[src/rtl/up_core.sv]
// Single-accumulator two-phase (fetch/execute) core with hardware call stack
// and a req/ack data-RAM port that can stall execution.
module up_core #(
  parameter int DATA_W      = 4,
  parameter int ADDR_W      = 12,
  parameter int STACK_DEPTH = 4,
  localparam int IW         = 4 + DATA_W + ADDR_W,
  localparam int SP_W       = $clog2(STACK_DEPTH + 1)
) (
  input  logic              clock,
  input  logic              reset_n,
  output logic [ADDR_W-1:0] rom_addr,
  input  logic [IW-1:0]     rom_data,
  output logic [ADDR_W-1:0] ram_addr,
  output logic [DATA_W-1:0] ram_wdata,
  input  logic [DATA_W-1:0] ram_rdata,
  output logic              ram_we,
  output logic              ram_req,
  input  logic              ram_ack,
  input  logic [DATA_W-1:0] in_port,
  output logic [DATA_W-1:0] out_port,
  output logic              out_strobe,
  output logic [DATA_W-1:0] acc,
  output logic              c_flag,
  output logic              z_flag,
  output logic              phase,
  output logic [SP_W-1:0]   sp,
  output logic              stack_err
);

  localparam logic [3:0] OP_JC   = 4'h1;
  localparam logic [3:0] OP_JNC  = 4'h2;
  localparam logic [3:0] OP_CMPI = 4'h3;
  localparam logic [3:0] OP_CMPM = 4'h4;
  localparam logic [3:0] OP_LIT  = 4'h5;
  localparam logic [3:0] OP_IN   = 4'h6;
  localparam logic [3:0] OP_LD   = 4'h7;
  localparam logic [3:0] OP_ST   = 4'h8;
  localparam logic [3:0] OP_JZ   = 4'h9;
  localparam logic [3:0] OP_ADDI = 4'hA;
  localparam logic [3:0] OP_ADDM = 4'hB;
  localparam logic [3:0] OP_JMP  = 4'hC;
  localparam logic [3:0] OP_OUT  = 4'hD;
  localparam logic [3:0] OP_CALL = 4'hE;
  localparam logic [3:0] OP_RET  = 4'hF;

  localparam logic [SP_W-1:0] SP_FULL = SP_W'(STACK_DEPTH);

  typedef enum logic [1:0] {FETCH, EXEC, WAIT} state_t;

  state_t              state, state_nxt;
  logic [IW-1:0]       ir;
  logic [ADDR_W-1:0]   pc;
  logic [3:0]          op;
  logic [DATA_W-1:0]   imm;
  logic [ADDR_W-1:0]   addr;
  logic                ram_op;
  logic                commit;
  logic [DATA_W-1:0]   operand;
  logic [DATA_W:0]     sum;
  logic [DATA_W:0]     diff;
  logic [SP_W-1:0]     sp_dec;
  logic [ADDR_W-1:0]   stack_mem [2**SP_W];

  assign op       = ir[IW-1 -: 4];
  assign imm      = ir[ADDR_W +: DATA_W];
  assign addr     = ir[ADDR_W-1:0];
  assign ram_op   = (op == OP_CMPM) || (op == OP_LD) || (op == OP_ST) || (op == OP_ADDM);
  assign rom_addr = pc;
  assign ram_addr = addr;
  assign ram_wdata = acc;
  assign sp_dec   = sp - SP_W'(1);

  // A RAM instruction commits only in its ack cycle; all others at the end of EXEC.
  assign commit   = ((state == EXEC) && !ram_op) || (ram_req && ram_ack);

  assign operand  = ram_op ? ram_rdata : imm;
  assign sum      = {1'b0, acc} + {1'b0, operand};
  assign diff     = {1'b0, acc} - {1'b0, operand};

  always_ff @(posedge clock or negedge reset_n) begin
    if (!reset_n) state <= FETCH;
    else          state <= state_nxt;
  end

  always_comb begin
    state_nxt = state;
    case (state)
      FETCH:   state_nxt = EXEC;
      EXEC:    state_nxt = (ram_op && !ram_ack) ? WAIT : FETCH;
      WAIT:    state_nxt = ram_ack ? FETCH : WAIT;
      default: state_nxt = FETCH;
    endcase
  end

  always_comb begin
    phase   = (state != FETCH);
    ram_req = (state != FETCH) && ram_op;
    ram_we  = (state != FETCH) && ram_op && (op == OP_ST);
  end

  always_ff @(posedge clock or negedge reset_n) begin
    if (!reset_n) begin
      pc         <= '0;
      ir         <= '0;
      acc        <= '0;
      c_flag     <= 1'b0;
      z_flag     <= 1'b0;
      sp         <= '0;
      stack_err  <= 1'b0;
      out_port   <= '0;
      out_strobe <= 1'b0;
    end else begin
      out_strobe <= 1'b0;
      if (state == FETCH) begin
        ir <= rom_data;
        pc <= pc + ADDR_W'(1);
      end else if (commit) begin
        case (op)
          OP_JC:   if (c_flag)  pc <= addr;
          OP_JNC:  if (!c_flag) pc <= addr;
          OP_JZ:   if (z_flag)  pc <= addr;
          OP_JMP:  pc <= addr;
          OP_CMPI, OP_CMPM: begin
            c_flag <= diff[DATA_W];
            z_flag <= (diff[DATA_W-1:0] == '0);
          end
          OP_ADDI, OP_ADDM: begin
            acc    <= sum[DATA_W-1:0];
            c_flag <= sum[DATA_W];
            z_flag <= (sum[DATA_W-1:0] == '0);
          end
          OP_LIT:  acc <= imm;
          OP_IN:   acc <= in_port;
          OP_LD:   acc <= ram_rdata;
          OP_OUT: begin
            out_port   <= acc;
            out_strobe <= 1'b1;
          end
          OP_CALL: begin
            if (sp == SP_FULL) stack_err <= 1'b1;
            else begin
              sp <= sp + SP_W'(1);
              pc <= addr;
            end
          end
          OP_RET: begin
            if (sp == '0) stack_err <= 1'b1;
            else begin
              sp <= sp_dec;
              pc <= stack_mem[sp_dec];
            end
          end
          default: ;
        endcase
      end
    end
  end

  // Return addresses are pure data: the occupancy counter alone says which are live.
  always_ff @(posedge clock) begin
    if ((state == EXEC) && (op == OP_CALL) && (sp != SP_FULL))
      stack_mem[sp] <= pc;
  end

endmodule
[config.mk]
export PLATFORM = sky130hd
export DESIGN_NAME = up_core
export DESIGN_NICKNAME = d
export VERILOG_FILES = /design/src/rtl/up_core.sv
export SDC_FILE = /design/constraint.sdc
export NUM_CORES = 1
export LEC_CHECK = 0
export ABC_AREA = 1
export CORE_UTILIZATION = 60
export CTS_CLUSTER_DIAMETER = 100
export DETAILED_ROUTE_END_ITERATION = 8
export PLACE_DENSITY = 0.84
export SLEW_MARGIN = 10
export SYNTH_ARGS = -nofsm -noshare
export SYNTH_HDL_FRONTEND = slang
export SYNTH_SLANG_ARGS = --single-unit
[constraint.sdc]
create_clock -name clock -period 4.8 [get_ports clock]
set_clock_uncertainty 0.1 [all_clocks]
set_input_delay 0.72 -clock clock [delete_from_list [all_inputs] [get_ports clock]]
set_output_delay 0.72 -clock clock [all_outputs]
set_load 0.03 [all_outputs]
==> results.json <==
{
  "postCtsResizedCells": 0,
  "worst_r2r_startpoint": "sp[0]",
  "crit_path_start_kind": "flip-flop",
  "timing.critical_path.required_ns": 4.83,
  "power_density_nw_per_um2": 728,
  "num-nets-final": 897,
  "routedWlPerCell_um": 18.1,
  "path_max_fanout": 56,
  "post_synth_instance_area_sq_um": 7210,
  "dieWidth_um": 112,
  "path_delay_family": "simple AND/OR/NAND/NOR gates",
  "unrepaired_setup_endpoints_after_global_routing": "false",
  "timing.final.hold_violations": 0,
  "power.switching_mw": 2.81,
  "rr_worst_depth": 9,
  "buffer_ports.inserted": 76,
  "setup_viol_count_final": 0,
  "setup.reg_to_reg.worst_slack_ns": 1.59,
  "synthesis.nets": 833,
  "cts_made_buffers": 17,
  "clk_pin_slew_ns": 0.07,
  "layout_common_cells": "sky130_fd_sc_hd__nand2_1, sky130_fd_sc_hd__edfxtp_1, sky130_fd_sc_hd__clkdlybuf4s50_1, sky130_fd_sc_hd__inv_1, sky130_fd_sc_hd__nand3_1",
  "antenna_cells_inserted": 0,
  "cts_buffer_depth": 2,
  "place_area_sq_um": 7950,
  "netlist_instances": 787,
  "syn-mean-instance-area_sq_um": 9.16,
  "cp_slowest_cell": "sky130_fd_sc_hd__nor3_1",
  "worstSetupEndpointType": "flip-flop",
  "detailroute.via_count": 5782,
  "timing.final.crit_period_ns": 3.21,
  "swShare": 0.452,
  "pin_count": 77,
  "hpwlAfterDp_mm": 11.5,
  "root_buffer": "sky130_fd_sc_hd__clkbuf_16",
  "gr-total-overflow": 0,
  "antenna_found_initial": 0,
  "synth-seq-cells": 145,
  "yosysUniqueCellTypes": 42,
  "number_of_enable_type_register_cells_in_the_synthesized_netlist": 96,
  "met3_length_mm": 1.60,
  "internal-power_mw": 3.40,
  "synthesis.yosys.warnings": 0,
  "detail_route.vias_per_cell": 5.74,
  "drt_pre_antenna_iters": 7,
  "number_of_placement_rows": 39,
  "h-tree-depth": 4,
  "wl_met2_mm": 8.87,
  "layout.core_utilization": 0.738,
  "drt_iter0_markers": 485,
  "vdd.ir_drop.worst_uv": 548,
  "outcome": "complete, but fails checks",
  "grt_first_pass_wirelength_mm": 29.0,
  "drive_gt1_frac": 0.0938,
  "ff_to_ff_end": "stack_mem[0][10]",
  "path_buf_inv": 4,
  "seq_power_share": 0.321,
  "final_worst_path_cycle_share": 0.669,
  "flow.area_growth_from_synthesis_pct": 18.4,
  "vias_in_the_first_global_route": 5802,
  "crit_path_cell_trace": "buf_4 -> inv_2 -> ha_1 -> nand2_1 -> inv_1 -> nor4_2 -> nand2_1 -> nor3_1 -> buf_4",
  "core_sq_um": 11600,
  "post_cts_hold_buffer_count": 0,
  "cts.repair_timing.setup_buffer_count": 0,
  "hold_path_class": "input pin to async pin",
  "worst_slew_pin_slew_ns": 0.929,
  "drv_slew": 0,
  "cts.sink_count": 145,
  "final_common_cell": "sky130_fd_sc_hd__nand2_1",
  "worst_slew_margin_rel": 0.380,
  "crit_path_max_incr_delay_ns": 0.72,
  "die-area_sq_um": 12500,
  "starting_density_of_the_core": 0.623,
  "route.antenna.remaining_nets": 0,
  "highest_layer": "met4",
  "synth-seq-area-share": 0.570,
  "detailed_route_wire_length_mm": 18.2,
  "postSynth.asyncResetShare": 0.338,
  "cts_tree": "built",
  "clock_latency_ns": 0.43,
  "track_usage": 0.309,
  "post-route-cell-area_sq_um": 8530,
  "p_leak_nw": 3.73,
  "drv.max_cap_violation_count": 0,
  "worstPathArrival_ns": 3.24,
  "floorplan.die.height_um": 112,
  "failed_checks": "design-rule violations",
  "weighted_congestion_at_the_end_of_routability_driven_global_placement": 0.862,
  "combPwrFrac": 0.469,
  "fmax_mhz": 312,
  "ys_dominant_reg_cell": "sky130_fd_sc_hd__edfxtp_1",
  "met1Wirelength_mm": 7.18,
  "final_tns_setup_ns": 0,
  "grt_max_degree": 57,
  "clock_network_fraction_of_total_power": 0.210,
  "worstSetupPathType": "flip-flop to flip-flop",
  "route.detailed.drc": 2
}
worst max path at each step:
| stage | end | start | cells past startpoint |
|---|---|---|---|
| final | stack_mem[0][10] | sp[0] | 9 |
| after global routing | stack_mem[3][7] | sp[0] | 9 |
| after CTS | stack_mem[3][7] | sp[0] | 9 |
| after detailed placement | stack_mem[3][6] | sp[0] | 9 |
| after global placement | c_flag | ram_rdata[1] | 10 |
| after floorplan | stack_mem[2][0] | sp[0] | 10 |
worst reg2reg max path: cells and delay by family (launching register included):
family	cells	cell delay (ns)
buffers and inverters	4	0.95
adder cells (fa/ha/maj)	1	0.23
flip-flops	1	0.33
AND/OR/NAND/NOR	4	1.31
state kept, by name, summed over array words and instances (netlist names):
name / count
acc: 4
z_flag: 1
out_strobe: 1
sp: 3
rom_addr: 12
stack_err: 1
out_port: 4
state: 2
stack_mem: 96
ir: 20
c_flag: 1
power groups by stage:
| stage | Clock, mW | Combinational (mW) | Sequential, mW |
|---|---|---|---|
| floorplan | 0 | 1.96 | 2.07 |
| global placement | 0 | 2.77 | 1.98 |
| detailed placement | 0 | 2.85 | 2.00 |
| CTS | 1.31 | 2.89 | 1.98 |
| global route | 1.36 | 3.20 | 2.02 |
| finish | 1.30 | 2.91 | 1.99 |
final cells by class:
type                    instances  area, sq um
flip-flops and latches        145         4110
fillers                       797         3030
multi-input cells             520         2510
repair buffers                 89          853
clock buffers                  18          429
inverters                      78          299
well taps                     143          179
clock inverters                14          155
metal layers:
layer  GRT usage  up-vias
li1            -     2685
met1       0.388     2700
met2       0.498      336
met3      0.0773       61
met4       0.166        0
met5           0        -
cell usage after synthesis (2+ instances only):
cell | number | share of area
sky130_fd_sc_hd__a21oi_1 | 23 | 0.016
sky130_fd_sc_hd__buf_2 | 15 | 0.010
sky130_fd_sc_hd__buf_4 | 18 | 0.019
sky130_fd_sc_hd__buf_6 | 6 | 0.0094
sky130_fd_sc_hd__clkbuf_1 | 5 | 0.0026
sky130_fd_sc_hd__dfrtp_1 | 49 | 0.17
sky130_fd_sc_hd__edfxtp_1 | 96 | 0.40
sky130_fd_sc_hd__fa_1 | 2 | 0.0056
sky130_fd_sc_hd__ha_1 | 13 | 0.023
sky130_fd_sc_hd__inv_1 | 66 | 0.034
sky130_fd_sc_hd__inv_2 | 8 | 0.0042
sky130_fd_sc_hd__inv_4 | 2 | 0.0017
sky130_fd_sc_hd__nand2_1 | 260 | 0.14
sky130_fd_sc_hd__nand2_2 | 8 | 0.0069
sky130_fd_sc_hd__nand2_4 | 3 | 0.0047
sky130_fd_sc_hd__nand3_1 | 64 | 0.044
sky130_fd_sc_hd__nand3b_1 | 2 | 0.0021
sky130_fd_sc_hd__nand4_1 | 2 | 0.0017
sky130_fd_sc_hd__nor2_1 | 54 | 0.028
sky130_fd_sc_hd__nor2_4 | 3 | 0.0047
sky130_fd_sc_hd__nor3_1 | 12 | 0.0083
sky130_fd_sc_hd__o211ai_1 | 3 | 0.0031
sky130_fd_sc_hd__o21ai_0 | 33 | 0.023
sky130_fd_sc_hd__o21ai_1 | 12 | 0.0083
sky130_fd_sc_hd__o21bai_1 | 2 | 0.0021
sky130_fd_sc_hd__or2_2 | 4 | 0.0035
sky130_fd_sc_hd__xnor2_1 | 2 | 0.0024
sky130_fd_sc_hd__xor2_1 | 6 | 0.0073
stage by stage:
stage / std cells / total power [mW] / hold slack (ns) / setup slack [ns]
CTS: 1007 / 6.18 / 0.333 / 1.63
global placement: 975 / 4.75 / 0.356 / 1.75
floorplan: 787 / 4.02 / 0.324 / 1.69
finish: 1007 / 6.21 / 0.313 / 1.59
detailed placement: 975 / 4.85 / 0.370 / 1.58
global route: 1007 / 6.57 / 0.392 / 1.37
logic make-up after synthesis:
group           synth area share
compound gates            0.0568
buf+inv                   0.0826
fa+ha+maj                 0.0281
flops                      0.570
simple gates               0.253
xor+xnor                 0.00972
Note: power is estimated with default switching activity, not from simulation.
